[src/rtl/instruction_fetch.sv]
// Fetch stage: owns the PC, fetches one word at a time over a req/ack handshake,
// and takes branch redirects. Optional fetch watchdog under `FETCH_TIMEOUT_EN.
module instruction_fetch #(
   parameter logic [31:0] RESET_PC  = 32'h0000_0000,
   parameter logic [31:0] NOP_INSTR = 32'h0000_0013
`ifdef FETCH_TIMEOUT_EN
  ,parameter int unsigned TIMEOUT_CYCLES = 16
`endif
) (
   input  logic        clk,
   input  logic        reset,
   output logic        imem_req,
   output logic [31:0] imem_addr,
   input  logic        imem_ack,
   input  logic [31:0] imem_rdata,
   output logic [31:0] instruction,
   output logic [31:0] pc_out,
   output logic        instr_valid,
   input  logic        decode_ready,
   input  logic        branch_taken,
   input  logic [11:0] branch_offset,
   output logic        misaligned
`ifdef FETCH_TIMEOUT_EN
  ,output logic        fetch_timeout
`endif
);

   typedef enum logic [1:0] {IDLE, FETCH, VALID, HALT} state_t;

   state_t      state_q, state_d;
   logic [31:0] pc_q, pc_d;
   logic [31:0] instr_q, instr_d;
   logic [31:0] pc_out_q, pc_out_d;
   logic        mis_q, mis_d;
   logic [31:0] target;

`ifdef FETCH_TIMEOUT_EN
   localparam int CW = (TIMEOUT_CYCLES > 1) ? $clog2(TIMEOUT_CYCLES) : 1;
   localparam logic [CW-1:0] CNT_LIM = CW'(TIMEOUT_CYCLES - 1);
   logic [CW-1:0] cnt_q, cnt_d;
   logic          to_q, to_d;
`endif

   // Offset counts halfwords, so the byte displacement is offset*2.
   assign target = pc_out_q + {{19{branch_offset[11]}}, branch_offset, 1'b0};

   always_comb begin
      state_d  = state_q;
      pc_d     = pc_q;
      instr_d  = instr_q;
      pc_out_d = pc_out_q;
      mis_d    = mis_q;
`ifdef FETCH_TIMEOUT_EN
      cnt_d    = '0;
      to_d     = to_q;
`endif
      case (state_q)
         IDLE: state_d = FETCH;
         FETCH: begin
            if (imem_ack) begin
               instr_d  = imem_rdata;
               pc_out_d = pc_q;
               pc_d     = pc_q + 32'd4;
               state_d  = VALID;
            end
`ifdef FETCH_TIMEOUT_EN
            else if (cnt_q == CNT_LIM) begin
               to_d    = 1'b1;
               state_d = IDLE;
            end else begin
               cnt_d = cnt_q + 1'b1;
            end
`endif
         end
         VALID: begin
            if (branch_taken) begin
               instr_d = NOP_INSTR;
               pc_d    = target;
               if (target[1:0] != 2'b00) begin
                  mis_d   = 1'b1;
                  state_d = HALT;
               end else begin
                  state_d = FETCH;
               end
            end else if (decode_ready) begin
               instr_d = NOP_INSTR;
               state_d = FETCH;
            end
         end
         HALT: state_d = HALT;
         default: state_d = IDLE;
      endcase
   end

   always_ff @(posedge clk) begin
      if (reset) begin
         state_q  <= IDLE;
         pc_q     <= RESET_PC;
         instr_q  <= NOP_INSTR;
         pc_out_q <= RESET_PC;
         mis_q    <= 1'b0;
`ifdef FETCH_TIMEOUT_EN
         cnt_q    <= '0;
         to_q     <= 1'b0;
`endif
      end else begin
         state_q  <= state_d;
         pc_q     <= pc_d;
         instr_q  <= instr_d;
         pc_out_q <= pc_out_d;
         mis_q    <= mis_d;
`ifdef FETCH_TIMEOUT_EN
         cnt_q    <= cnt_d;
         to_q     <= to_d;
`endif
      end
   end

   // All outputs are decoded from registers; ack never reaches req combinationally.
   assign imem_req    = (state_q == FETCH);
   assign imem_addr   = pc_q;
   assign instr_valid = (state_q == VALID);
   assign instruction = instr_q;
   assign pc_out      = pc_out_q;
   assign misaligned  = mis_q;
`ifdef FETCH_TIMEOUT_EN
   assign fetch_timeout = to_q;
`endif

endmodule

[config.mk]
export PLATFORM = sky130hd
export DESIGN_NAME = instruction_fetch
export DESIGN_NICKNAME = d
export VERILOG_FILES = /design/src/rtl/instruction_fetch.sv
export SDC_FILE = /design/constraint.sdc
export NUM_CORES = 1
export LEC_CHECK = 0
export BUFFER_PORTS_ARGS = -buffer_cell sky130_fd_sc_hd__buf_2
export CORE_MARGIN = 1.5
export CORE_UTILIZATION = 46
export CTS_CLUSTER_SIZE = 12
export DETAILED_ROUTE_END_ITERATION = 10
export PLACE_DENSITY = 0.73
export SYNTH_ARGS = -nofsm -noshare
export SYNTH_HDL_FRONTEND = slang
export SYNTH_SLANG_ARGS = --single-unit
[constraint.sdc]
create_clock -name clk -period 2.5 [get_ports clk]
set_clock_uncertainty 0.1 [all_clocks]
set_input_delay 0.5 -clock clk [delete_from_list [all_inputs] [get_ports clk]]
set_output_delay 0.5 -clock clk [all_outputs]
set_load 0.005 [all_outputs]
==> summary.md <==
| Metric | Value |
|---|---|
| Outcome | complete, no violations |
| First-pass GRT wire length | about 30 mm |
| Nets | around 1100 |
| Register area share after synthesis | roughly 33% |
| Setup repair after global routing missed its margin | yes |
| Internal Power | roughly 0.0029 W |
| Number of global-route vias before repair | approximately 6300 |
| I/O pin total | 148 |
| Setup Crit Path Kind | flip-flop to flip-flop |
| Biggest fanout along the worst timing path | 2 |
| Final total power | 0.00431 W |
| Part of the power in registers | between 40 and 50% |
| Number of endpoints failing setup at the final stage | 0 |
| Main synth FF type | sky130_fd_sc_hd__dfxtp_1 |
| Number of antenna violations at the first check in global routing | 0 |
| Die area | between 0.01 and 0.015 mm² |
| Aggregate global-route resource usage | about a quarter |
| Net switching power figure | 0.00138 W |
| Buffers and inverters on the worst path | 2 |
| Number of sinks driven by the clock tree | 99 |
| TritonCTS clock tree | done |
| Most used cell, CP | sky130_fd_sc_hd__buf_4 |
| Maximum clock frequency | ~410 MHz |
| Pin slew with the least headroom to its limit | 0.583 ns |
| Clock insertion delay at the later pin of the skew report | approximately 0.36 ns |
| Die height | roughly 120 µm |
| Total nets after synthesis | approximately 900 |
| Part of the power in combinational logic | approximately a quarter |
| Setup slack, reg-to-reg | 0.05 ns |
| H-Tree Depth | 3 |
| Worst hold endpoint | instruction[4]$_SDFFE_PP1P_ |
| Final Hold Vio Count | 0 |
| Initial core utilization | 47.7% |
| Proportion of total power due to net switching | between 30% and 40% |
| Endpoint of the lowest-slack register-to-register path | imem_addr[29]$_SDFFE_PP0P_ |
| Cell with the largest stage delay on the worst path | sky130_fd_sc_hd__dfxtp_1 |
| Critical path startpoint category | flip-flop |
| Hold path startpoint | imem_rdata[4] |
| Part of the total power dissipated in the clock network | a little over a third |
| Overall via count from detail_route | between 6000 and 7000 |
| Maximum VDD drop | approximately 600 µV |
| FP Rows | a little over 40 |
| Max Root-Sink Buffers | 2 |
| RR Startpoint | pc_out[5]$_SDFFE_PP0P_ |
| Top cells by area in the synthesized netlist | sky130_fd_sc_hd__dfxtp_1, sky130_fd_sc_hd__a21oi_1, sky130_fd_sc_hd__nand2_1, sky130_fd_sc_hd__ha_1, sky130_fd_sc_hd__nand3b_1 |
| CP peak stage delay | 0.32 ns |
| Antenna diode count | 0 |
| Type of destination of the critical path | flip-flop |
| Post-route antenna net violation count | 0 |
| Leakage | about 3.7 nW |
| Slew headroom | 61.1% |
| Dpl cells | around 1200 |
| Number of filler cells placed in the layout | roughly 1100 |
| Reg2Reg Depth | 11 |
| Mean number of vias per cell | 5.59 |
| Number of synthesized register bits | slightly below 100 |
| Proportion of synthesized flip-flops having asynchronous set or reset | 0% |
| Mapped cell area | between 0.006 and 0.007 mm² |
| Required @ worst endpoint | between 2 and 3 ns |
| Clock root buffer master | sky130_fd_sc_hd__clkbuf_16 |
| Inserted Clock Buffers | 9 |
| Share of layout cells above drive strength 1 | a little under a third |
| DRC violation count after routing | 0 |
| Fin cells | approximately 1200 |
| CP Data Arrival Time | 2.58 ns |
| Class of the worst hold path | primary input to flip-flop |
| Grt ovf | 0 |
| Hold-fix buffers, CTS | 0 |
| Maximum number of pins on one net before global-route repair | 76 |
| Ordered cell list for the critical path | ha_1 > a21o_1 > buf_4 > a21oi_4 > a31oi_4 > buf_4 > o2111ai_2 > o211ai_1 > o31ai_1 > xor2_1 > o22ai_1 |
| Routed wire length per instance | ~15 µm |
| Final HPWL DP | 13.0 mm |
| Port Buf Inserts | between 100 and 150 |
| Core area | approximately 0.013 mm² |
| Hold Path Cell Cnt | 3 |
| Pins over their slew limit | 0 |
| Syn avg cell area | 7.68 µm² |
| Synth-to-Final Area Change | 33.7% |
| Top delay family on crit path | compound AO/OA/AOI/OAI gates |
| Global placer's final weighted congestion | between 0.9 and 1 |
| Setup tns final | 0 ns |
| Dominant cell type by area after synthesis | sky130_fd_sc_hd__dfxtp_1 |
| Count of mapped cells out of synthesis | 793 |
| Number of synthesized flops with an enable pin | 0 |
| Maxcap violations | 0 |
| Die width | roughly 120 µm |
| Shortest period the worst path allows | ~2.5 ns |
| Total Routed Length | ~18 mm |
| First drt pass iteration count | 5 |
| Power Density | ~530 mW/mm² |
| Number of violations reported at the end of detailed-routing iteration 0 | around 420 |
| Synth top area share | 32.6% |
| Synth Warn # | 0 |
| Number of distinct standard cells referenced by the synthesized netlist | between 60 and 70 |
| Share of the clock period used by the worst path | approximately 100% |
| Worst-path clk slew | around 0.08 ns |
-- cells in the mapped netlist, drive strengths merged, types with 11 or more instances --
cell type / count
and3: 14
nor2: 56
nand2: 129
ha: 36
dfxtp: 99
nand3b: 32
a21oi: 118
nand3: 15
nor3: 11
a31oi: 25
clkbuf: 47
a21o: 18
xnor2: 15
o21ai: 31
-- worst max-delay path by stage --
stage | startpoint | end | slack, ns | cells after the start
after floorplan | branch_offset[0] | imem_addr[27]$_SDFFE_PP0P_ | -0.05 | 11
after global placement | branch_offset[0] | imem_addr[27]$_SDFFE_PP0P_ | -0.36 | 12
after detailed placement | branch_offset[0] | imem_addr[27]$_SDFFE_PP0P_ | -0.38 | 12
after CTS | pc_out[1]$_SDFFE_PP0P_ | imem_addr[27]$_SDFFE_PP0P_ | -0.004 | 11
after global routing | pc_out[14]$_SDFFE_PP0P_ | imem_addr[29]$_SDFFE_PP0P_ | -0.07 | 9
final | pc_out[5]$_SDFFE_PP0P_ | imem_addr[29]$_SDFFE_PP0P_ | 0.05 | 11
-- layout by cell type, fill, tap and decap left out, types with 5 or more instances in the layout --
cell                          n
sky130_fd_sc_hd__nor3_1       9
sky130_fd_sc_hd__nand4_1      8
sky130_fd_sc_hd__nand3_1     13
sky130_fd_sc_hd__o22ai_1      7
sky130_fd_sc_hd__dfxtp_1     97
sky130_fd_sc_hd__o21a_1       9
sky130_fd_sc_hd__inv_1        8
sky130_fd_sc_hd__o211ai_1     5
sky130_fd_sc_hd__o31ai_1      5
sky130_fd_sc_hd__nand2_1    128
sky130_fd_sc_hd__ha_1        34
sky130_fd_sc_hd__a31oi_1     21
sky130_fd_sc_hd__and2_1       6
sky130_fd_sc_hd__clkbuf_16    9
sky130_fd_sc_hd__inv_6        5
sky130_fd_sc_hd__o21ai_0     27
sky130_fd_sc_hd__mux2i_1      7
sky130_fd_sc_hd__nand2b_1     7
sky130_fd_sc_hd__nand3b_1    32
sky130_fd_sc_hd__nor2_1      54
sky130_fd_sc_hd__o21bai_1     6
sky130_fd_sc_hd__a21o_1      18
sky130_fd_sc_hd__and3_1      14
sky130_fd_sc_hd__buf_4      108
sky130_fd_sc_hd__xor2_1      10
sky130_fd_sc_hd__a22oi_1      5
sky130_fd_sc_hd__a21oi_1    111
sky130_fd_sc_hd__a211oi_1     8
sky130_fd_sc_hd__xnor2_1     15
sky130_fd_sc_hd__buf_2      146
sky130_fd_sc_hd__a21oi_2      6
-- area by class of cell --
class                      instances  area [µm²]  area share (%)
clock buffer                       9         225            2.77
clock inverter                     7        90.1            1.11
inverter                           9        33.8           0.415
multi-input combinational        631        3990            49.0
sequential                        99        1980            24.4
tap                              172         215            2.64
timing repair buffer             257        1600            19.7
-- metrics by stage --
| step | hold slack (ns) | util, % | instance area, µm² | setup slack, ns |
|---|---|---|---|---|
| after global routing | 0.296 | 63.7 | 8140 | -0.0722 |
| after CTS | 0.269 | 63.2 | 8080 | -0.00372 |
| after floorplan | 0.348 | - | 6110 | -0.0496 |
| final | 0.280 | 63.7 | 8140 | 0.0489 |
| after detailed placement | 0.343 | 60.4 | 7710 | -0.383 |
| after global placement | 0.334 | 60.4 | 7710 | -0.358 |
-- registers in the layout, summed over array words and instances, names as in the netlist --
| register | count |
|---|---|
| instruction | 32 |
| misaligned | 1 |
| pc_out | 32 |
| state_q | 2 |
| imem_addr | 32 |
-- per-layer routing --
metal | part of all wire (%) | routed length, µm | GRT usage [%] | vias to the layer above
met2 | 47 | 8480 | 42.6 | 222
met3 | 7.0 | 1260 | 5.96 | 25
li1 | - | - | - | 3277
met4 | 1.9 | 346 | 10.8 | 0
met1 | 44 | 8040 | 32.0 | 3089
met5 | 0 | 0 | 0 | -
-- power groups by stage --
stage	sequential [W]	combinational [W]	clock [W]
after global placement	0.00179	0.00102	0
after CTS	0.00176	0.00104	0.00153
after global routing	0.00178	0.00115	0.00159
final	0.00176	0.00104	0.00150
after floorplan	0.00181	0.000585	0
after detailed placement	0.00180	0.00103	0
-- logic make-up (layout without fill, tap and decap cells) --
group / Yosys count / in the layout / share of synthesized area, %
AO/OA/AOI/OAI: 260 / 260 / 26.1
adder cells (fa/ha/maj): 37 / 37 / 7.73
XOR/XNOR: 25 / 25 / 3.60
flip-flops: 99 / 99 / 32.6
multiplexers: 7 / 7 / 1.15
buffers and inverters: 63 / 282 / 3.99
AND/OR/NAND/NOR: 302 / 302 / 24.9
-- repair_timing --
action / in CTS / in global routing
hold endpoints to repair: 0 / 0
gates resized for setup: 10 / 11
pin swaps: 10 / 12
setup buffers: 0 / 1
endpoints found under the setup margin: 9 / 14
-- worst min-delay path: stages --
cell	delay [ns]
sky130_fd_sc_hd__buf_2	0.07
sky130_fd_sc_hd__nor3_1	0.04
sky130_fd_sc_hd__o21bai_1	0.10
Power figures use the tool's default switching activity.
